## src/rtl/sum_tx_pkg.sv

```systemverilog
// Shared types and constants for the adder's serial transmit path.
package sum_tx_pkg;

    localparam int DATA_W = 8;
    localparam int SUM_W  = DATA_W + 1;

    typedef enum logic [2:0] {
        IDLE  = 3'd0,
        START = 3'd1,
        DATA  = 3'd2,
        CARRY = 3'd3,
        STOP  = 3'd4
    } tx_state_t;

    // Ceiling log2, never less than 1 so a counter always has at least one bit.
    function automatic int clog2(input int value);
        int r;
        r = 1;
        for (int i = 1; i < 31; i++) begin
            if ((32'sd1 <<< i) < value) begin
                r = i + 1;
            end
        end
        return r;
    endfunction

endpackage

```

## src/rtl/sum_tx_baud_gen.sv

```systemverilog
// Bit-period counter: counts 0..CLKS_PER_BIT-1 and flags the last cycle of each period.
module sum_tx_baud_gen
    import sum_tx_pkg::*;
#(
    parameter int CLKS_PER_BIT = 16
) (
    input  logic clk,
    input  logic rst,
    input  logic clear,
    output logic tick
);

    localparam int                CNT_W = clog2(CLKS_PER_BIT);
    localparam logic [CNT_W-1:0]  LAST  = CNT_W'(CLKS_PER_BIT - 1);

    logic [CNT_W-1:0] cnt_q;
    logic [CNT_W-1:0] cnt_d;

    assign tick = (cnt_q == LAST);

    // Next count: restart on clear or at the end of a bit period.
    always_comb begin
        cnt_d = cnt_q;
        if (clear) begin
            cnt_d = {CNT_W{1'b0}};
        end else if (cnt_q == LAST) begin
            cnt_d = {CNT_W{1'b0}};
        end else begin
            cnt_d = cnt_q + CNT_W'(1);
        end
    end

    // Count register.
    always_ff @(posedge clk) begin
        if (rst) begin
            cnt_q <= {CNT_W{1'b0}};
        end else begin
            cnt_q <= cnt_d;
        end
    end

endmodule

```

## src/rtl/sum_uart_tx.sv

```systemverilog
// Adds two bytes and ships the 9-bit result as start, 8 data bits LSB first, carry, stop bit(s).
module sum_uart_tx
    import sum_tx_pkg::*;
#(
    parameter int CLKS_PER_BIT = 16,
    parameter int STOP_BITS    = 1
) (
    input  logic              clk,
    input  logic              rst,
    input  logic [DATA_W-1:0] a_in,
    input  logic [DATA_W-1:0] b_in,
    input  logic              in_valid,
    output logic              in_ready,
    output logic              tx,
    output logic              busy,
    output logic [SUM_W-1:0]  sum_out
);

    localparam logic [2:0] STOP_LAST = 3'(STOP_BITS - 1);

    tx_state_t          state_q, state_d;
    logic [2:0]         bit_idx_q, bit_idx_d;
    logic [SUM_W-1:0]   sum_q, sum_d;
    logic               tx_q, tx_d;
    logic               ready_q, ready_d;
    logic               tick_s;
    logic               clear_s;
    logic               accept_s;

    assign accept_s = in_valid && ready_q;
    // The counter is held at zero while idle so START always gets a full bit period.
    assign clear_s  = (state_d != state_q) || (state_q == IDLE);

    sum_tx_baud_gen #(
        .CLKS_PER_BIT(CLKS_PER_BIT)
    ) u_baud (
        .clk  (clk),
        .rst  (rst),
        .clear(clear_s),
        .tick (tick_s)
    );

    // Frame sequencing, operand capture and the next serial level.
    always_comb begin
        state_d   = state_q;
        bit_idx_d = bit_idx_q;
        sum_d     = sum_q;
        case (state_q)
            IDLE: begin
                if (accept_s) begin
                    sum_d   = {1'b0, a_in} + {1'b0, b_in};
                    state_d = START;
                end else begin
                    state_d = IDLE;
                end
            end
            START: begin
                if (tick_s) begin
                    state_d = DATA;
                end else begin
                    state_d = START;
                end
            end
            DATA: begin
                if (tick_s) begin
                    if (bit_idx_q == 3'd7) begin
                        state_d = CARRY;
                    end else begin
                        bit_idx_d = bit_idx_q + 3'd1;
                    end
                end else begin
                    bit_idx_d = bit_idx_q;
                end
            end
            CARRY: begin
                if (tick_s) begin
                    state_d = STOP;
                end else begin
                    state_d = CARRY;
                end
            end
            STOP: begin
                if (tick_s) begin
                    if (bit_idx_q == STOP_LAST) begin
                        state_d = IDLE;
                    end else begin
                        bit_idx_d = bit_idx_q + 3'd1;
                    end
                end else begin
                    bit_idx_d = bit_idx_q;
                end
            end
            default: begin
                state_d = IDLE;
            end
        endcase

        if (state_d != state_q) begin
            bit_idx_d = 3'd0;
        end else begin
            bit_idx_d = bit_idx_d;
        end

        // tx is decoded from the next state so the line changes on the same edge as the state.
        case (state_d)
            IDLE:    tx_d = 1'b1;
            START:   tx_d = 1'b0;
            DATA:    tx_d = sum_d[bit_idx_d];
            CARRY:   tx_d = sum_d[SUM_W-1];
            STOP:    tx_d = 1'b1;
            default: tx_d = 1'b1;
        endcase

        ready_d = (state_d == IDLE);
    end

    // State and output registers.
    always_ff @(posedge clk) begin
        if (rst) begin
            state_q   <= IDLE;
            bit_idx_q <= 3'd0;
            sum_q     <= {SUM_W{1'b0}};
            tx_q      <= 1'b1;
            ready_q   <= 1'b1;
        end else begin
            state_q   <= state_d;
            bit_idx_q <= bit_idx_d;
            sum_q     <= sum_d;
            tx_q      <= tx_d;
            ready_q   <= ready_d;
        end
    end

    assign tx       = tx_q;
    assign in_ready = ready_q;
    assign busy     = ~ready_q;
    assign sum_out  = sum_q;

endmodule

```

## config.mk

```make
export PLATFORM = sky130hd
export DESIGN_NAME = sum_uart_tx
export DESIGN_NICKNAME = d
export VERILOG_FILES = /design/src/rtl/sum_tx_pkg.sv /design/src/rtl/sum_tx_baud_gen.sv /design/src/rtl/sum_uart_tx.sv
export SDC_FILE = /design/constraint.sdc
export NUM_CORES = 1
export LEC_CHECK = 0
export ABC_AREA = 1
export CORE_MARGIN = 2
export CORE_UTILIZATION = 48
export CTS_BUF_LIST = sky130_fd_sc_hd__clkbuf_4
export CTS_CLUSTER_DIAMETER = 150
export DETAILED_ROUTE_END_ITERATION = 7
export HOLD_SLACK_MARGIN = 0.05
export PLACE_DENSITY = 0.81
export SYNTH_ARGS = -nofsm -noshare
export SYNTH_HDL_FRONTEND = slang
export SYNTH_SLANG_ARGS = --single-unit
```

## constraint.sdc

```tcl
create_clock -name clk -period 2.3 [get_ports clk]
set_input_delay 0.69 -clock clk [delete_from_list [all_inputs] [get_ports clk]]
set_output_delay 0.69 -clock clk [all_outputs]
set_load 0.005 [all_outputs]
```

==> qor.txt <==
Status = finished clean
F_max = 443.5 MHz
Fin. Hold Viols = 0
Worst Path Max Fanout = 4
Initial antenna violation count = 0
Cell variety after synth = 28
CP top delay family = simple AND/OR/NAND/NOR gates
Nets = 315
Gr ovfl total = 0
Total power = 0.9441 mW
Register-to-Register Path Depth = 14
CP max stage cell = clkdlybuf4s50_1
Worst hold slack = 459.2 ps
Worst skew pair latency = 310 ps
Layout cells sized above 1 = 0.1815
Sequence of cells on the critical path = clkdlybuf4s50_1, ha_4, nand2_1, nand2_1, inv_1, nand2_2, o21ai_0, nand2_1, nand2_1, nand2_1, nand2_1, nand2_1, nand3_1, nand2_1
Cell Area, Placed = 1958 um2
First-pass GRT wire length = 5658 um
Hold buffers post-CTS = 0
Final worst path period share = 0.9803
Io pins = 31
Worst min path class = reg2reg
Final GP Congestion = 0.8324
Post-route DRC violation count = 0
Net Count, Synth = 267
Clock Tree Buf Depth = 2
Slew at the pin closest to its max-slew limit = 319.6 ps
Final worst slack = 45.29 ps
Slew Limit Fails = 0
Synthesized area per cell = 6.465 um2
Vias in the first global route = 1400
Top cells by area, synth = dfxtp_1, nand2_1, ha_1
Overall die width = 60.14 um
Root Driver = clkbuf_4
Final Setup Violations = 0
Reg area = 420.4 um2
Die height = 60.14 um
Synth area leader = dfxtp_1
Lkg Pwr = 1.062 nW
Post-DP HPWL = 2762 um
Max-cap viol count = 0
Drt wl/cell = 11.55 um
Clock sink count = 21
Crit. Startpoint = a_in[2]
Post-layout min period = 2255 ps
Initial Util = 0.4996
Drt first pass iters = 4
Worst Path Required = 2520 ps
Cts bufs inserted = 3
Routed vias = 1646
Most common cell after layout, fill and taps aside = nand2_1
Most frequent cells in the layout = nand2_1, inv_1, nor2_1, clkdlybuf4s50_1, dfxtp_1
Worst slack, placed = -409.6 ps
Placement Rows = 20
Area of the multi-input gates = 1021 um2
Worst VDD drop = 0.0002336 V
Vias per cell = 5.065
Clock skew = 1.265 ps
Mapped Area = 1513 um2
PortBufs = 30
Share of the synthesized area in the top cell type = 0.2779
Design area = 2101 um2
Post-synthesis sequential area ratio = 0.2779
Gr usage total = 0.2019
Cell repeated most along the worst path = nand2_1
Crit start category = primary input
Crit path depth = 14
Pwr Density = 449.4 nW/um2
H-tree depth = 1
Worst r2r src = u_baud.cnt_q[0]$_SDFF_PP0_
Initial DRC count = 68
Crit. End Element = register
Synthesized instance count = 234
Inserted Diodes = 0
Crit path buf inv count = 2
Post-DRT Antenna Nets = 0
Max-Slew Margin vs Limit = 0.7847
CTS tree = done
R2r setup slk = 470 ps
Largest net degree at the start of global routing = 12
Synth Register Bits = 21
Routed WL = 3755 um
Core area = 3028 um2
WS Path Type = in2reg
WP data arrival = 2480 ps
Critical Path Max Stage Delay = 510 ps
Clock transition at the registers of the reported paths = 120 ps
Layout filler cell count = 251
P&R area growth vs syn = 38.87%
DIE AREA = 3616 um2
Ys Warns = 0
End of the critical path = tx$_SDFF_PP1_
Reg2reg end = tx$_SDFF_PP1_
[layout make-up]
| type | count | area share |
|---|---|---|
| multi-input cells | 173 | 0.4860 |
| repair buffers | 46 | 0.2073 |
| flip-flops and latches | 21 | 0.2001 |
| inverters | 37 | 0.06611 |
| well taps | 44 | 0.02621 |
| clock buffers | 4 | 0.01429 |
[cell families after synthesis]
| family | count (synthesis) | synth area share |
|---|---|---|
| compound gates | 24 | 0.08354 |
| xor+xnor | 3 | 0.01737 |
| fa+ha+maj | 14 | 0.1208 |
| buf+inv | 40 | 0.1017 |
| flops | 21 | 0.2779 |
| simple gates | 132 | 0.3987 |
[worst min-delay path by stage]
stage,from,end,depth (start not counted)
global route,u_baud.cnt_q[0]$_SDFF_PP0_,u_baud.cnt_q[0]$_SDFF_PP0_,1
CTS,u_baud.cnt_q[0]$_SDFF_PP0_,u_baud.cnt_q[0]$_SDFF_PP0_,1
detailed placement,u_baud.cnt_q[0]$_SDFF_PP0_,u_baud.cnt_q[0]$_SDFF_PP0_,1
global placement,u_baud.cnt_q[0]$_SDFF_PP0_,u_baud.cnt_q[0]$_SDFF_PP0_,1
floorplan,u_baud.cnt_q[0]$_SDFF_PP0_,u_baud.cnt_q[0]$_SDFF_PP0_,1
finish,u_baud.cnt_q[0]$_SDFF_PP0_,u_baud.cnt_q[0]$_SDFF_PP0_,1
[registers in the layout, indices dropped and copies added, names as in the netlist]
register / count
state_q: 3
bit_idx_q: 3
sum_out: 9
u_baud.cnt_q: 4
tx: 1
in_ready: 1
[where the power goes]
part	internal (mW)	switching [mW]	leakage, nW
Combinational	0.182	0.165	0.872
Sequential	0.386	0.0142	0.171
Clock	0.0796	0.118	0.0184
Total	0.648	0.297	1.06
[repair_timing]
action,CTS,global route
setup buffers,1,1
endpoints found under the setup margin,1,2
hold endpoints to repair,0,0
gates resized for setup,2,18
pin swaps,2,11
[worst register-to-register path, stage by stage (launching register included)]
cell	delay [ps]
dfxtp_1	370
ha_1	230
nand3_4	140
nand2_1	130
nand2_1	80
inv_2	70
nand3_1	60
nand2_1	110
nand3_2	130
nor2_1	150
nand2_1	80
nand2_1	60
nand2_1	40
nand3_1	60
nand2_1	40
[synth_stat cells]
master and n:
inv_2 5, clkbuf_1 1, dfxtp_1 21, buf_4 1, nand3_2 3, nand4_1 3, nand3_1 20, inv_1 32
or2_2 1, nor2_2 2, xor2_1 1, nand3b_1 1, nor2_1 25, nor2_4 2, nand2_2 3, or2_1 1
nor3_1 3, ha_1 13, or2_0 1, a32oi_1 1, nand3_4 1, xnor2_1 2, o22ai_1 2, nand2_1 66
a21oi_1 14, o21ai_0 7, fa_1 1, buf_1 1
[per-stage QoR]
step / setup TNS, ps / utilization / std cells
2_1_floorplan: 0 / - / 234
3_3_place_gp: -590.7 / 0.6467 / 319
3_5_place_dp: -866.4 / 0.6467 / 319
4_1_cts: 0 / 0.6607 / 324
5_1_grt: -43.08 / 0.6938 / 325
6_report: 0 / 0.6938 / 325
[routing by layer]
layer / vias up / GRT usage / share of wire
li1: 842 / - / -
met1: 762 / 0.2497 / 0.43
met2: 37 / 0.3665 / 0.52
met3: 5 / 0.01299 / 0.031
met4: 0 / 0.06667 / 0.014
met5: - / 0 / 0
(Power assumes the default switching activity.)
